`src/rtl/status_input_buffer.sv`:
```
// Hall/car call latch for an 8-floor elevator: edge-detected presses set pending bits,
// door-open at a floor clears them. Define FLOOR_BTN_CANCEL_EN for toggle-cancel of car calls.
module status_input_buffer (
    input  logic       ck,
    input  logic       rst,
    input  logic [3:0] floor,
    input  logic       openflag,
    input  logic [3:0] elevator_status,
    input  logic [7:0] upcall_input,
    input  logic [7:0] downcall_input,
    input  logic [7:0] floor_btn_input,
    output logic [7:0] upcall,
    output logic [7:0] downcall,
    output logic [7:0] floor_btn
);

    // Top floor has no up-call, bottom floor has no down-call.
    localparam logic [7:0] UP_MASK = 8'h7F;
    localparam logic [7:0] DN_MASK = 8'hFE;

    logic [7:0] up_in_r, dn_in_r, fb_in_r;
    logic [7:0] up_prev_r, dn_prev_r, fb_prev_r;
    logic [7:0] up_rise_s, dn_rise_s, fb_rise_s;
    logic [7:0] clr_onehot_s;
    logic       up_clr_en_s, dn_clr_en_s;
    logic [7:0] upcall_nxt_s, downcall_nxt_s, floor_btn_nxt_s;

    // Press detection on the registered inputs.
    always_comb begin
        up_rise_s = up_in_r & ~up_prev_r;
        dn_rise_s = dn_in_r & ~dn_prev_r;
        fb_rise_s = fb_in_r & ~fb_prev_r;
    end

    // Which hall-call directions are served by a stop; 2'b11 is treated as idle.
    always_comb begin
        up_clr_en_s = 1'b0;
        dn_clr_en_s = 1'b0;
        case (elevator_status[1:0])
            2'b01: begin
                up_clr_en_s = 1'b1;
                dn_clr_en_s = 1'b0;
            end
            2'b10: begin
                up_clr_en_s = 1'b0;
                dn_clr_en_s = 1'b1;
            end
            2'b00, 2'b11: begin
                up_clr_en_s = 1'b1;
                dn_clr_en_s = 1'b1;
            end
            default: begin
                up_clr_en_s = 1'b1;
                dn_clr_en_s = 1'b1;
            end
        endcase
    end

    // One-hot clear target; out-of-range floors clear nothing.
    always_comb begin
        clr_onehot_s = 8'h00;
        if (openflag && (floor >= 4'd1) && (floor <= 4'd8)) begin
            clr_onehot_s = 8'h01 << (floor - 4'd1);
        end else begin
            clr_onehot_s = 8'h00;
        end
    end

    // Next latched state; clear dominates a coincident press.
    always_comb begin
        upcall_nxt_s   = (upcall | up_rise_s) & ~(clr_onehot_s & {8{up_clr_en_s}}) & UP_MASK;
        downcall_nxt_s = (downcall | dn_rise_s) & ~(clr_onehot_s & {8{dn_clr_en_s}}) & DN_MASK;
`ifdef FLOOR_BTN_CANCEL_EN
        floor_btn_nxt_s = (floor_btn ^ fb_rise_s) & ~clr_onehot_s;
`else
        floor_btn_nxt_s = (floor_btn | fb_rise_s) & ~clr_onehot_s;
`endif
    end

    // Input history and latched call registers.
    always_ff @(posedge ck) begin
        if (rst) begin
            up_in_r   <= 8'h00;
            dn_in_r   <= 8'h00;
            fb_in_r   <= 8'h00;
            up_prev_r <= 8'h00;
            dn_prev_r <= 8'h00;
            fb_prev_r <= 8'h00;
            upcall    <= 8'h00;
            downcall  <= 8'h00;
            floor_btn <= 8'h00;
        end else begin
            up_in_r   <= upcall_input;
            dn_in_r   <= downcall_input;
            fb_in_r   <= floor_btn_input;
            up_prev_r <= up_in_r;
            dn_prev_r <= dn_in_r;
            fb_prev_r <= fb_in_r;
            upcall    <= upcall_nxt_s;
            downcall  <= downcall_nxt_s;
            floor_btn <= floor_btn_nxt_s;
        end
    end

endmodule

```
`config.mk`:
```
export PLATFORM = sky130hd
export DESIGN_NAME = status_input_buffer
export DESIGN_NICKNAME = d
export VERILOG_FILES = /design/src/rtl/status_input_buffer.sv
export SDC_FILE = /design/constraint.sdc
export NUM_CORES = 1
export LEC_CHECK = 0
export BUFFER_PORTS_ARGS = -buffer_cell sky130_fd_sc_hd__buf_4
export CAP_MARGIN = 30
export CORE_MARGIN = 2
export CORE_UTILIZATION = 45
export DETAILED_ROUTE_END_ITERATION = 16
export PLACE_DENSITY = 0.69
export SLEW_MARGIN = 20
export SYNTH_ARGS = -nofsm -noshare
export SYNTH_HDL_FRONTEND = slang
export SYNTH_SLANG_ARGS = --single-unit
```
`constraint.sdc`:
```
create_clock -name ck -period 1.55 [get_ports ck]
set_input_delay 0 -clock ck [delete_from_list [all_inputs] [get_ports ck]]
set_output_delay 0 -clock ck [all_outputs]
set_load 0.01 [all_outputs]
```
# Word-level counts from Yosys, hierarchy flattened
# Index checks and enable logic that the tools add are counted.
dict set report word_totals {
  in_bits 35
  regBits 69
  out_inout_bits 24
  word_cells 42
}
dict set report op_classes {
  n_eq_ne 3
  n_reduce_logical 5
  magnitude_cmp 2
  mux 3
  bitwise 17
  n_addsub 1
  n_shift 1
}
# op n
set ops {}
lappend ops {{8-bit bitwise AND} 5}
lappend ops {{8-bit inverter} 4}
lappend ops {{7-bit bitwise AND} 3}
lappend ops {{8-bit bitwise OR} 2}
lappend ops {{7-bit inverter} 2}
lappend ops {{8-bit 2-to-1 mux} 1}
lappend ops {{1-bit by 4-bit left shift with 8-bit output (first input constant)} 1}
lappend ops {{7-bit bitwise OR} 1}
lappend ops {{3-bit OR reduction} 2}
lappend ops {{2-bit == test (second input constant)} 2}
lappend ops {{4-bit by 1-bit greater-or-equal comparator with 1-bit output (second input constant)} 1}
lappend ops {{4-bit less-or-equal comparator (second input constant)} 1}
lappend ops {{1-bit case mux with 2 select lines} 2}
lappend ops {{4-bit by 1-bit subtractor with 4-bit output (second input constant)} 1}
lappend ops {{2-bit by 1-bit == test with 1-bit output (second input constant)} 1}
lappend ops {{1-bit logical AND} 2}
lappend ops {{2-bit logical NOT} 1}

# Logic depth before layout (Yosys ltp)
# Gate-level depths: netlist (run 1).
dict set report logic_depth {
  ltp_word 7
  depth_mapped 5
  ltp_nobuf 5
}

# Least setup slack after synthesis (run 1)
# Ideal clock, no wire load.
dict set report synth_path {
  path_kind {input-to-reg}
  start {input port floor[1]}
  end {register downcall[6]}
  t_required_ns 1.416
  n_path_buf 0
  arrival_time_ns 1.023
  path_slack_ns 0.393
  setup_ns 0.134
  cell_stages 5
  path_cell_list {nor2_1 -> ha_1 -> or3b_1 -> nor2_1 -> a211oi_1}
}
dict set report synth_via {
  elab_chain_len 7
  word_cells_on_any_way 10
  cone_classes {1 x add/sub; 2 x order compare; 1 x shift; 1 x mux; 3 x bitwise; 2 x reduce/logical}
}
# item line
set synth_lines {}
lappend synth_lines {{start: declaration} 6} ;# input logic [3:0] floor,
lappend synth_lines {{4-bit by 1-bit greater-or-equal comparator with 1-bit output} 62} ;# if (openflag && (floor >= 4'd1) && (floor <= 4'd8)) begin
lappend synth_lines {{1-bit logical AND (2 in series)} 62}
lappend synth_lines {{8-bit 2-to-1 mux *} 62}
lappend synth_lines {{8-bit bitwise AND *} 72} ;# downcall_nxt_s = (downcall | dn_rise_s) & ~(clr_onehot_s & {8{dn_clr_en_s}}) & DN_MASK;
lappend synth_lines {{8-bit inverter *} 72}
lappend synth_lines {{8-bit bitwise AND *} 72}
lappend synth_lines {{end signal: assignment} 100} ;# downcall <= downcall_nxt_s;
lappend synth_lines {{end: declaration} 13} ;# output logic [7:0] downcall,
# Every way passes the cells marked *; elsewhere a longest branch is shown, timed or not.
# A chain may end at the register's enable or synchronous reset.

# Final worst setup path (run 1)
dict set report layout_path {
  start {input port openflag}
  end {register upcall[4]}
}
dict set report layout_via {
  elab_chain_len 6
}
# item line
set layout_lines {}
lappend layout_lines {{start: declaration} 7} ;# input logic openflag,
lappend layout_lines {{1-bit logical AND (2 in series)} 62}
lappend layout_lines {{8-bit 2-to-1 mux} 62}
lappend layout_lines {{7-bit bitwise AND} 71} ;# upcall_nxt_s = (upcall | up_rise_s) & ~(clr_onehot_s & {8{up_clr_en_s}}) & UP_MASK;
lappend layout_lines {{7-bit inverter} 71}
lappend layout_lines {{7-bit bitwise AND} 71}
lappend layout_lines {{end signal: assignment} 99} ;# upcall <= upcall_nxt_s;
lappend layout_lines {{end: declaration} 12} ;# output logic [7:0] upcall,
# Every way passes these cells.

==> run_results.csv, run 1 <==
group,metric,value,unit
yosys,yosysTopAreaCell,"dfxtp_1",
final_layout,multi_input_area,693,sq um
final_layout,final_util,0.635,
critical_path,r2r_end,"downcall[5]",
critical_path,cp.required,1.74,ns
critical_path,slowest_delay,0.52,ns
floorplan,rows,25,
final_layout,seqCellArea,0.00132,sq mm
critical_path,critPathArrivalTime,1.38,ns
critical_path,worst-path-max-fanout,5,
placement,dp.cells,308,
critical_path,worstSetupEndpoint,"upcall[4]",
yosys,yosysSeqAreaShare,0.618,
critical_path,critPathBufInv,2,
clocking,cts_tree,"built",
yosys,synth-edff-count,0,
yosys,syn_inst,209,
yosys,yosys.area.top_type_share,0.618,
critical_path,critical_path_depth,5,
detailed_routing,drc,0,
yosys,synth_area,0.00214,sq mm
final_layout,drive_gt1_frac,0.232,
grt,grt_max_degree,67,
sta,setup_viol,0,
critical_path,r2r-start,"dn_prev_r[5]",
yosys,yosysUniqueCellTypes,22,
sta,tns,0,ns
sta,relSlewSlack,0.579,
grt,gr-total-overflow,0,
final_layout,stdcell_area,0.00296,sq mm
hold_path,hold-path-cell-count,4,
sta,hold_violations,0,
grt,globalRouteTotalUtil,0.169,
sta,fin_crit,1.19,ns
yosys,synthFlopType,"dfxtp_1",
detailed_routing,wire_per_inst,11.4,microns
floorplan,start_util,0.459,
detailed_routing,drtPass1Iterations,4,
final_layout,nFillCells,400,
floorplan,coreArea,0.00466,sq mm
critical_path,crit_start,"openflag",
clocking,path_clk_slew,0.06,ns
flow_run,drv_cap,0,
run_status,status,"completed",
placement,gp_congestion,0.761,
sta,period_share,0.771,
sta,finClkSkew,0.00574,ns
final_layout,area_growth_syn_to_layout,38.4,%
detailed_routing,drt_iter0_drc,52,
clocking,root_buffer,"clkbuf_8",
critical_path,r2r_slack,0.84,ns
hold_path,hold_path_class,"primary input to flop",
grt,antenna_found_initial,0,
critical_path,cp_slowest_cell,"dlygate4sd3_1",
placement,placed_area,0.00257,sq mm
final_layout,diodes,0,
clocking,postCtsSetupBuffers,0,
detailed_routing,via_per_inst,4.52,
clocking,htree_levels,3,
placement,hpwl,2.62,mm
sta,drv_slew,0,
detailed_routing,via_count,1567,
grt,grt_pass1_vias,1559,
clocking,numCtsBuffers,9,
sta,rsz0062_at_grt,"false",
power,power.density,1140,mW/mm^2
sta,worst_pin_slew,0.632,ns
clocking,cts_sinks,66,
floorplan,die_w,73.0,microns
grt,grt_pass1_wl,6.49,mm
clocking,clk_latency,0.33,ns
critical_path,cpLargestDelayFamily,"buffers and inverters",
floorplan,die_height,73.0,microns
power,power,3.37,mW
yosys,async_flop_share,0,
floorplan,die_area,0.00532,sq mm
yosys,synth_common_cells,"dfxtp_1 (66), nor2b_1 (44), inv_1 (23)",
floorplan,boundaryPins,59,
yosys,synth_seq_cells,66,
critical_path,critical_path.cell_chain,"dlygate4sd3_1 -> buf_4 -> or3b_1 -> nor2_1 -> a211oi_1",
critical_path,worst_setup_path_start_kind,"primary input",
yosys,synth_area_leaders,"dfxtp_1 (62%), nor2b_1 (13%), a21oi_1 (5.1%), a211oi_1 (4.9%), inv_1 (4.0%)",
final_layout,nets,325,
critical_path,end_kind,"flop",
placement,portBuffers,52,
detailed_routing,antenna_left,0,
sta,max_freq,837,MHz
power,p_leak,1.24,nW
critical_path,crit_type,"primary input to flop",
clocking,cts_max_path_buffers,2,
yosys,ys_warn_count,0,
yosys,avgSynthCellArea,10.2,sq um
final_layout,instances_no_fill,347,
power,vdd_drop_max,0.686,mV
critical_path,rr_worst_depth,3,
yosys,yosysMostFrequentCell,"dfxtp_1",
detailed_routing,wirelength,3.96,mm
registers in the layout, indices dropped and copies added (netlist names):
| signal | cells |
|---|---|
| floor_btn | 8 |
| up_prev_r | 7 |
| dn_in_r | 7 |
| dn_prev_r | 7 |
| fb_prev_r | 8 |
| fb_in_r | 8 |
| downcall | 7 |
| upcall | 7 |
| up_in_r | 7 |
layout by cell type, fill, tap and decap left out, types with 7 or more instances in the layout:
cell	synthesis	final
clkbuf_8	0	10
inv_1	23	23
a21oi_1	22	22
buf_4	2	53
dlygate4sd3_1	0	23
nor2_1	8	8
nor3_1	7	7
nor2b_1	44	44
a211oi_1	14	14
dfxtp_1	66	66
layer usage:
metal / share of wire / vias to the layer above / GRT usage
met5: 0 / - / 0
met4: 0.017 / 0 / 0.0741
met3: 0.049 / 7 / 0.0912
met2: 0.49 / 37 / 0.284
met1: 0.45 / 694 / 0.175
li1: - / 829 / -
metrics by stage:
| stage | hold WS [ns] | worst slack, ns |
|---|---|---|
| floorplan | 0.110 | 0.393 |
| global placement | 0.208 | 0.0984 |
| detailed placement | 0.215 | 0.0581 |
| CTS | 0.0740 | 0.341 |
| global route | 0.0953 | 0.305 |
| finish | 0.0962 | 0.356 |
how the worst min path moves through the flow:
stage	start	end	slack [ns]
detailed placement	downcall_input[6]	dn_in_r[6]	0.21
CTS	floor[3]	downcall[7]	0.07
global route	floor[3]	downcall[7]	0.1
global placement	floor_btn_input[1]	fb_in_r[1]	0.21
floorplan	openflag	floor_btn[7]	0.11
finish	floor[3]	downcall[7]	0.1
tightest hold or removal path: cells and delay by family:
| kind | cells | cell delay (ns) |
|---|---|---|
| AO/OA/AOI/OAI | 1 | 0.09 |
| buffers and inverters | 1 | 0.11 |
| AND/OR/NAND/NOR | 2 | 0.17 |
kinds of logic (layout without fill, tap and decap cells):
logic type / Yosys count / after routing / share of synthesized area
other cells: 1 / 2 / 0.00175
fa+ha+maj: 2 / 2 / 0.0117
flops: 66 / 66 / 0.618
compound gates: 38 / 38 / 0.109
simple gates: 70 / 70 / 0.200
buf+inv: 32 / 115 / 0.0602
what timing repair did:
action,CTS,global route
hold endpoints to repair,23,0
hold buffers,23,0
resized for setup,0,0
area by class of cell:
type | instances | area share
tap | 54 | 0.0228
clock inverter | 3 | 0.00507
timing repair buffer | 76 | 0.212
multi-input combinational | 112 | 0.234
inverter | 23 | 0.0292
sequential | 66 | 0.446
clock buffer | 13 | 0.0503
where the power goes:
group	internal [mW]	switching (mW)
Clock	0.617	0.568
Combinational	0.205	0.147
Sequential	1.79	0.0433
Note: power is estimated with default switching activity, not from simulation.
==> run 2, diff against run 1 <==
- clock period: 1.55 -> 1.2 ns (I/O delays scaled with it)
==> run_results.csv, run 2 (synthesis gave the netlist of run 1 again) <==
group,metric,value,unit
run_status,status,"completed",
floorplan,die_w,73.0,microns
critical_path,r2r_slack,0.45,ns
critical_path,worstSetupEndpoint,"upcall[5]",
detailed_routing,drt_iter0_drc,67,
grt,grt_pass1_wl,6.64,mm
sta,max_freq,863,MHz
placement,dp_slack,-0.197,ns
final_layout,diodes,0,
final_layout,nets,331,
floorplan,rows,25,
hold_path,hold_path_class,"primary input to flop",
floorplan,die_area,0.00532,sq mm
detailed_routing,via_per_inst,4.63,
detailed_routing,drc,0,
sta,hold_violations,0,
critical_path,r2r-start,"fb_prev_r[7]",
critical_path,crit_start,"openflag",
sta,finClkSkew,0.00484,ns
placement,gp_congestion,0.724,
sta,fin_crit,1.16,ns
clocking,numCtsBuffers,9,
final_layout,final_util,0.653,
sta,period_share,0.966,
critical_path,worst-path-max-fanout,5,
critical_path,critPathArrivalTime,1.37,ns
clocking,root_buffer,"clkbuf_8",
clocking,cts_max_path_buffers,2,
grt,gr-total-overflow,0,
detailed_routing,wire_per_inst,11.7,microns
clocking,cts_resized,0,
placement,portBuffers,52,
detailed_routing,antenna_left,0,
clocking,cts_sinks,66,
final_layout,final_cell_mix,"dfxtp_1 (66), buf_4 (58), nor2b_1 (44), inv_1 (23), dlygate4sd3_1 (23)",
sta,rsz0062_at_grt,"true",
floorplan,boundaryPins,59,
final_layout,multi_input_area,693,sq um
placement,dp.cells,314,
critical_path,critical_path.cell_chain,"dlygate4sd3_1 -> buf_4 -> or3b_1 -> nor2_1 -> a211oi_1",
power,p_leak,1.29,nW
final_layout,stdcell_area,0.00304,sq mm
final_layout,nFillCells,388,
critical_path,cpLargestDelayFamily,"buffers and inverters",
clocking,htree_levels,3,
critical_path,critPathBufInv,2,
critical_path,r2r_end,"floor_btn[7]",
grt,grt_pass1_vias,1600,
clocking,clk_latency,0.33,ns
placement,placed_area,0.00262,sq mm
placement,hpwl,2.84,mm
critical_path,cp_slowest_cell,"dlygate4sd3_1",
grt,globalRouteTotalUtil,0.168,
final_layout,reg.largest.list,"fb_in_r: 8 flops, fb_prev_r: 8 flops, floor_btn: 8 flops",
sta,setup_viol,0,
critical_path,critical_path_depth,5,
critical_path,cp.required,1.41,ns
floorplan,coreArea,0.00466,sq mm
sta,postLayoutSetupSlackWorst,0.0413,ns
final_layout,final_common_cell,"dfxtp_1",
power,vdd_drop_max,0.974,mV
clocking,postCtsSetupBuffers,0,
power,power.density,1490,mW/mm^2
final_layout,seqCellArea,0.00132,sq mm
grt,antenna_found_initial,0,
clocking,path_clk_slew,0.07,ns
power,power,4.54,mW
final_layout,instances_no_fill,353,
critical_path,worst_setup_path_start_kind,"primary input",
flow_run,drv_cap,0,
critical_path,slowest_delay,0.53,ns
final_layout,drive_gt1_frac,0.258,
sta,drv_slew,0,
detailed_routing,drtPass1Iterations,4,
grt,grt_max_degree,35,
clocking,cts_tree,"built",
detailed_routing,via_count,1636,
critical_path,end_kind,"flop",
critical_path,crit_type,"primary input to flop",
final_layout,area_growth_syn_to_layout,42.3,%
detailed_routing,wirelength,4.15,mm
floorplan,start_util,0.459,
floorplan,die_height,73.0,microns
critical_path,rr_worst_depth,3,
==> run 2: through the flow <==
| step | hold slack (ns) | setup TNS (ns) |
|---|---|---|
| after detailed placement | 0.215 | -1.56 |
| after floorplan | 0.110 | 0 |
| after CTS | 0.0452 | 0 |
| after global routing | 0.0420 | -0.130 |
| final | 0.0439 | 0 |
| after global placement | 0.209 | -1.36 |
==> run 2: per-layer routing <==
metal	wire length [microns]	part of all wire	global-route usage
met1	1880	0.45	0.179
met2	2020	0.49	0.296
met3	167	0.040	0.0483
met4	82	0.020	0.0926
met5	0	0	0
==> run 2: layout make-up <==
class / count / share of cell area
inverters: 23 / 0.0284
multi-input cells: 112 / 0.228
well taps: 54 / 0.0222
repair buffers: 82 / 0.225
flip-flops and latches: 66 / 0.434
clock buffers: 12 / 0.0543
clock inverters: 4 / 0.00822
==> run 2: worst min path at each step <==
stage / from / end / slack (ns) / depth (start not counted)
final: elevator_status[0] / downcall[5] / 0.04 / 3
after detailed placement: downcall_input[6] / dn_in_r[6] / 0.21 / 2
after global placement: floor_btn_input[1] / fb_in_r[1] / 0.21 / 2
after floorplan: openflag / floor_btn[7] / 0.11 / 1
after CTS: elevator_status[0] / downcall[5] / 0.05 / 3
after global routing: elevator_status[0] / downcall[5] / 0.04 / 3
==> run 2: repair_timing <==
action                     CTS  global route
setup endpoints to repair    0             5
hold buffers                23             0
hold endpoints to repair    23             0
==> run 2: worst min-delay path, stage by stage <==
cell and delay, ns:
buf_4 0.11, nand2b_1 0.12, a211oi_1 0.09
==> run 2: power by group <==
group,switching [mW],internal [mW]
registers,0.0575,2.31
logic,0.197,0.279
clock network,0.783,0.911
